`src/rtl/ras_ckpt_stack_if.sv`:
```
// Predictor-side port bundle for the return-address stack.
// Master drives requests and reads the top-of-stack view.
interface ras_ckpt_stack_if #(
   parameter int ADDR_WIDTH = 64,
   parameter int TAG_WIDTH  = 1
);
   logic                  flush_i;
   logic                  push_i;
   logic                  pop_i;
   logic [ADDR_WIDTH-1:0] data_i;
   logic [TAG_WIDTH-1:0]  tag_i;
   logic                  ckpt_i;
   logic                  restore_i;
   logic                  valid_o;
   logic [ADDR_WIDTH-1:0] ra_o;
   logic [TAG_WIDTH-1:0]  tag_o;
   logic                  overflow_o;
   logic                  underflow_o;

   modport master (
      output flush_i, push_i, pop_i, data_i, tag_i,
      output ckpt_i, restore_i,
      input  valid_o, ra_o, tag_o, overflow_o, underflow_o
   );

   modport slave (
      input  flush_i, push_i, pop_i, data_i, tag_i,
      input  ckpt_i, restore_i,
      output valid_o, ra_o, tag_o, overflow_o, underflow_o
   );
endinterface

```
`src/rtl/ras_ckpt_stack.sv`:
```
// Circular return-address stack with top/count checkpoint and restore.
// Define RAS_CAP_TAG_EN to store a capability tag alongside each address.
module ras_ckpt_stack #(
   parameter int DEPTH      = 2,
   parameter int ADDR_WIDTH = 64,
   parameter int TAG_WIDTH  = 1
) (
   input logic             clk_i,
   input logic             rst_ni,
   ras_ckpt_stack_if.slave bus
);
   localparam int PW = (DEPTH > 1) ? $clog2(DEPTH) : 1;
   localparam int CW = $clog2(DEPTH + 1);
   localparam logic [PW-1:0] TOP_MAX = PW'(DEPTH - 1);
   localparam logic [CW-1:0] CNT_MAX = CW'(DEPTH);

   logic [PW-1:0] top_q, top_d;
   logic [PW-1:0] top_inc, top_dec;
   logic [PW-1:0] ckpt_top_q, ckpt_top_d;
   logic [CW-1:0] cnt_q, cnt_d;
   logic [CW-1:0] ckpt_cnt_q, ckpt_cnt_d;
   logic          ovf_q, ovf_d;
   logic          udf_q, udf_d;
   logic          wr_en;
   logic [PW-1:0] wr_idx;
   logic          empty;
   logic          do_push, do_pop, do_repl;

   logic [ADDR_WIDTH-1:0] ra_mem_q [DEPTH];

   always_comb begin
      top_inc = (top_q == TOP_MAX) ? '0 : top_q + 1'b1;
      top_dec = (top_q == '0) ? TOP_MAX : top_q - 1'b1;
   end

   // Push+pop on an empty stack degrades to a plain push.
   assign empty   = (cnt_q == '0);
   assign do_push = bus.push_i & (~bus.pop_i | empty);
   assign do_repl = bus.push_i & bus.pop_i & ~empty;
   assign do_pop  = bus.pop_i & ~bus.push_i;

   always_comb begin
      top_d  = top_q;
      cnt_d  = cnt_q;
      wr_en  = 1'b0;
      wr_idx = top_q;
      ovf_d  = 1'b0;
      udf_d  = 1'b0;
      if (bus.flush_i) begin
         cnt_d = '0;
      end else if (bus.restore_i) begin
         top_d = ckpt_top_q;
         cnt_d = ckpt_cnt_q;
      end else if (do_push) begin
         top_d  = top_inc;
         wr_en  = 1'b1;
         wr_idx = top_inc;
         if (cnt_q == CNT_MAX) begin
            ovf_d = 1'b1;
         end else begin
            cnt_d = cnt_q + 1'b1;
         end
      end else if (do_repl) begin
         wr_en = 1'b1;
      end else if (do_pop) begin
         if (empty) begin
            udf_d = 1'b1;
         end else begin
            top_d = top_dec;
            cnt_d = cnt_q - 1'b1;
         end
      end
   end

   // Snapshot follows the post-update state of the same cycle.
   always_comb begin
      ckpt_top_d = ckpt_top_q;
      ckpt_cnt_d = ckpt_cnt_q;
      if (bus.ckpt_i && !bus.flush_i) begin
         ckpt_top_d = top_d;
         ckpt_cnt_d = cnt_d;
      end
   end

   always_ff @(posedge clk_i or negedge rst_ni) begin
      if (!rst_ni) begin
         top_q      <= '0;
         cnt_q      <= '0;
         ckpt_top_q <= '0;
         ckpt_cnt_q <= '0;
         ovf_q      <= 1'b0;
         udf_q      <= 1'b0;
      end else begin
         top_q      <= top_d;
         cnt_q      <= cnt_d;
         ckpt_top_q <= ckpt_top_d;
         ckpt_cnt_q <= ckpt_cnt_d;
         ovf_q      <= ovf_d;
         udf_q      <= udf_d;
      end
   end

   always_ff @(posedge clk_i or negedge rst_ni) begin
      if (!rst_ni) begin
         for (int i = 0; i < DEPTH; i++) begin
            ra_mem_q[i] <= '0;
         end
      end else if (wr_en) begin
         ra_mem_q[wr_idx] <= bus.data_i;
      end
   end

`ifdef RAS_CAP_TAG_EN
   logic [TAG_WIDTH-1:0] tag_mem_q [DEPTH];

   always_ff @(posedge clk_i or negedge rst_ni) begin
      if (!rst_ni) begin
         for (int i = 0; i < DEPTH; i++) begin
            tag_mem_q[i] <= '0;
         end
      end else if (wr_en) begin
         tag_mem_q[wr_idx] <= bus.tag_i;
      end
   end

   assign bus.tag_o = tag_mem_q[top_q];
`else
   logic unused_tag;
   assign unused_tag = ^bus.tag_i;
   assign bus.tag_o  = '0;
`endif

   assign bus.valid_o     = ~empty;
   assign bus.ra_o        = ra_mem_q[top_q];
   assign bus.overflow_o  = ovf_q;
   assign bus.underflow_o = udf_q;
endmodule

```
`src/flat_wrapper.sv`:
```
// flat-port wrapper written by rule: the top's interface ports become plain ports
module ras_ckpt_stack_flat 
#(
   parameter int DEPTH      = 2,
   parameter int ADDR_WIDTH = 64,
   parameter int TAG_WIDTH  = 1
)
  (clk_i, rst_ni, bus_flush_i, bus_push_i, bus_pop_i, bus_data_i, bus_tag_i, bus_ckpt_i, bus_restore_i, bus_valid_o, bus_ra_o, bus_tag_o, bus_overflow_o, bus_underflow_o);
  ras_ckpt_stack_if #(.ADDR_WIDTH(ADDR_WIDTH), .TAG_WIDTH(TAG_WIDTH)) bus_i ();
  input logic clk_i;
  input logic rst_ni;
  input wire logic [$bits(bus_i.flush_i)-1:0] bus_flush_i;
  input wire logic [$bits(bus_i.push_i)-1:0] bus_push_i;
  input wire logic [$bits(bus_i.pop_i)-1:0] bus_pop_i;
  input wire logic [$bits(bus_i.data_i)-1:0] bus_data_i;
  input wire logic [$bits(bus_i.tag_i)-1:0] bus_tag_i;
  input wire logic [$bits(bus_i.ckpt_i)-1:0] bus_ckpt_i;
  input wire logic [$bits(bus_i.restore_i)-1:0] bus_restore_i;
  output wire logic [$bits(bus_i.valid_o)-1:0] bus_valid_o;
  output wire logic [$bits(bus_i.ra_o)-1:0] bus_ra_o;
  output wire logic [$bits(bus_i.tag_o)-1:0] bus_tag_o;
  output wire logic [$bits(bus_i.overflow_o)-1:0] bus_overflow_o;
  output wire logic [$bits(bus_i.underflow_o)-1:0] bus_underflow_o;
  assign bus_i.flush_i = bus_flush_i;
  assign bus_i.push_i = bus_push_i;
  assign bus_i.pop_i = bus_pop_i;
  assign bus_i.data_i = bus_data_i;
  assign bus_i.tag_i = bus_tag_i;
  assign bus_i.ckpt_i = bus_ckpt_i;
  assign bus_i.restore_i = bus_restore_i;
  assign bus_valid_o = bus_i.valid_o;
  assign bus_ra_o = bus_i.ra_o;
  assign bus_tag_o = bus_i.tag_o;
  assign bus_overflow_o = bus_i.overflow_o;
  assign bus_underflow_o = bus_i.underflow_o;
  ras_ckpt_stack #(.DEPTH(DEPTH), .ADDR_WIDTH(ADDR_WIDTH), .TAG_WIDTH(TAG_WIDTH)) u_core (.clk_i(clk_i), .rst_ni(rst_ni), .bus(bus_i));
endmodule
```
`config.mk`:
```
export PLATFORM = sky130hd
export DESIGN_NAME = ras_ckpt_stack_flat
export DESIGN_NICKNAME = d
export VERILOG_FILES = /design/src/rtl/ras_ckpt_stack_if.sv /design/src/rtl/ras_ckpt_stack.sv /design/src/flat_wrapper.sv
export SDC_FILE = /design/constraint.sdc
export NUM_CORES = 1
export LEC_CHECK = 0
export BUFFER_PORTS_ARGS = -buffer_cell sky130_fd_sc_hd__buf_2
export CELL_PAD_IN_SITES_DETAIL_PLACEMENT = 2
export CELL_PAD_IN_SITES_GLOBAL_PLACEMENT = 2
export CORE_ASPECT_RATIO = 2
export CORE_UTILIZATION = 40
export CTS_CLUSTER_SIZE = 30
export DETAILED_ROUTE_END_ITERATION = 16
export GPL_TIMING_DRIVEN = 1
export PLACE_DENSITY_LB_ADDON = 0.1
export SYNTH_ARGS = -nofsm -noshare
export SYNTH_HDL_FRONTEND = slang
export SYNTH_SLANG_ARGS = --single-unit
```
`constraint.sdc`:
```
create_clock -name clk_i -period 2.65 [get_ports clk_i]
set_input_delay 0.53 -clock clk_i [delete_from_list [all_inputs] [get_ports clk_i]]
set_output_delay 0.53 -clock clk_i [all_outputs]
set_load 0.02 [all_outputs]
```
==> results.py <==
metrics = {
    "layout": {
        "postLayoutCoreUtil_pct": 51.2,
        "nets": 614,
        "fillCellCount": 1424,
        "synthToLayoutAreaGrowth_pct": 24.9,
        "postLayoutCellArea_um2": 7630,
        "drive_gt1_share_pct": 59.3,
    },
    "setup_path": {
        "path_cells": "buf_12 > mux2_2 > buf_2",
        "rr_endpoint": "u_core.ra_mem_q[23]",
        "r2r_slack_ns": 0.56,
        "critPathSlowestCell": "mux2_2",
        "cp-start-kind": "flip-flop",
        "required_ns": 2.12,
        "cp_slowest_stage_delay_ns": 0.39,
        "critPathCaptureType": "output port",
        "r2r_cells": 7,
        "worstPathArrival_ns": 1.77,
        "crit_type": "flip-flop to output port",
        "critPathBufInv": 2,
        "cp_top_family": "buffers and inverters",
        "path_depth": 3,
        "cp_max_fo": 67,
        "timing.rr.start": "u_core.cnt_q[0]",
    },
    "sta": {
        "period_share_pct": 86.8,
        "period_needed_ns": 2.30,
        "fmax_mhz": 435,
        "rsz0062_at_grt": "false",
        "whs_ns": 0.0459,
        "slew_viol_final": 0,
        "finalSetupViolCount": 0,
        "skew_ns": 0.00700,
        "finalSetupTns_ns": 0,
        "fin_ws_ns": 0.350,
        "hold_viol": 0,
    },
    "detailed_routing": {
        "drt-met1-wl_um": 4920,
        "dr.pass1.iters": 4,
        "wl_per_cell_um": 20.0,
        "top_layer_used": "met4",
        "routed_via_density": 5.03,
        "num_vias": 3754,
        "route.detailed.drc": 0,
        "drtAntennaViolNets": 0,
        "routed_wl_um": 15000,
        "wl_met3_um": 709,
        "first_iter_violations": 48,
        "met2_length_um": 9110,
    },
    "power": {
        "power.density_nw_per_um2": 1320,
        "leakagePower_uw": 0.00354,
        "vdd_drop_max_v": 0.000533,
    },
    "flow_run": {
        "drv_cap": 0,
    },
    "global_routing": {
        "grt_pass1_vias": 4390,
        "grt_max_degree": 68,
        "antenna_found_initial": 1,
        "grt_first_pass_wirelength_um": 23200,
        "overflow": 0,
        "globalRouteTotalUtil_pct": 20.4,
    },
    "synth": {
        "synth_cell_type_count": 33,
        "seq_area_frac_synth_pct": 55.7,
        "synth.avg_cell_area_um2": 15.5,
        "synth_area_um2": 6110,
        "syn_nets": 471,
        "syn_inst": 395,
        "ys_seq_elements": 136,
        "yosysWarnings": 0,
    },
    "cts": {
        "post_cts_buffers": 0,
        "cts_sinks": 136,
        "clk_latency_ns": 0.42,
        "cts_resized": 0,
        "cts-buffers-inserted": 17,
        "cts_max_level": 4,
        "clkTransAtPathRegs_ns": 0.06,
        "cts-root-buf": "clkbuf_16",
        "cts_tree": "done",
        "cts_buffer_depth": 2,
        "ctsHoldBuffers": 0,
    },
    "place": {
        "place_ws_ns": 0.496,
        "io_buffers": 137,
        "post-dp-hpwl_um": 9990,
        "placed_cell_area_um2": 7000,
        "place.gp.congestion": 0.698,
    },
    "hold_path": {
        "hold_class": "input pin to asynchronous set/reset pin",
    },
    "floorplanning": {
        "io_pins": 140,
        "coreArea_um2": 14900,
        "start_util_pct": 41.0,
        "die_area_um2": 15800,
        "fp-row-count": 63,
        "die_h_um": 177,
        "chipWidth_um": 89.4,
    },
    "run_status": {
        "status": "completed",
    },
}
## worst max-delay path by stage
stage                                to  slack, ns     startpoint
floorplan                   bus_ra_o[0]       0.71   u_core.top_q
global placement    u_core.ra_mem_q[94]       0.55  bus_restore_i
detailed placement  u_core.ra_mem_q[89]       0.50  bus_restore_i
CTS                        bus_ra_o[53]       0.33   u_core.top_q
global route               bus_ra_o[53]       0.31   u_core.top_q
finish                     bus_ra_o[33]       0.35   u_core.top_q
## metrics by stage
step / cells / total power (uW)
floorplan: 395 / 6290
global route: 746 / 10700
CTS: 745 / 10300
detailed placement: 714 / 7630
finish: 746 / 10100
global placement: 714 / 7360
## cell usage after synthesis (all sizes together)
cell    count  area [um2]
clkbuf      2        7.51
mux2      195        2200
nand3b      1        7.51
a21oi       1        5.00
nor4b       1        8.76
o21ai       2        10.0
buf        19         173
conb        1        3.75
a211oi      1        7.51
a22o        1        8.76
inv         6        22.5
ha          4        50.1
nor2b       3        26.3
nor3        1        5.00
mux2i       1        10.0
nor3b       2        15.0
nand3       2        22.5
a221oi      1        8.76
dfrtp     136        3400
nand2       4        15.0
xnor2       3        45.1
nor2        5        37.5
a32oi       1        8.76
o211ai      1        7.51
and2        1        6.26
## report_power, final
group          leakage [uW]  internal, uW  switching [uW]
sequential          0.00164          3090             507
combinational       0.00160          1890            2090
clock              0.000301          1620             894
## area by class of cell
class | instances | area (um2) | share of cell area [%]
clock buffers | 19 | 453 | 5.93
clock inverters | 12 | 175 | 2.29
flip-flops and latches | 136 | 3400 | 44.6
repair buffers | 145 | 827 | 10.8
inverters | 6 | 22.5 | 0.295
multi-input cells | 232 | 2500 | 32.8
diodes | 1 | 2.50 | 0.0328
well taps | 195 | 244 | 3.20
## state kept, by name (all words and copies together), names as in the netlist
| register | cells |
|---|---|
| u_core.bus.overflow_o | 1 |
| u_core.bus.underflow_o | 1 |
| u_core.ckpt_cnt_q | 2 |
| u_core.ckpt_top_q | 1 |
| u_core.cnt_q | 2 |
| u_core.ra_mem_q | 128 |
| u_core.top_q | 1 |
## per-layer routing
metal	GRT usage, %	vias to the layer above
li1	-	1688
met1	18.7	1963
met2	40.8	90
met3	5.46	13
met4	6.94	0
met5	0	-
## layout by cell type (no fill, tap or decap), types with 3 or more instances in the layout
cell type / synthesis / layout
buf_12: 0 / 6
buf_2: 6 / 136
bufinv_16: 0 / 4
clkbuf_16: 0 / 17
clkinv_2: 0 / 3
clkinvlp_4: 0 / 3
dfrtp_1: 136 / 135
ha_1: 4 / 4
inv_1: 6 / 6
mux2_1: 51 / 51
mux2_2: 144 / 144
nand2_1: 4 / 4
nor2_1: 3 / 3
## kinds of logic after synthesis
group,share of synthesized area (%)
mux,36.1
flops,55.7
simple gates,2.35
other cells,0.0614
xor+xnor,0.737
compound gates,0.921
buf+inv,3.32
fa+ha+maj,0.819
## worst reg2reg max path: stages (launching register included)
cell	delay, ns
dfrtp_1	0.40
inv_1	0.11
ha_1	0.27
nor2b_4	0.26
xnor2_4	0.15
nand3_4	0.15
buf_12	0.24
mux2_2	0.40
Power figures use the tool's default switching activity.
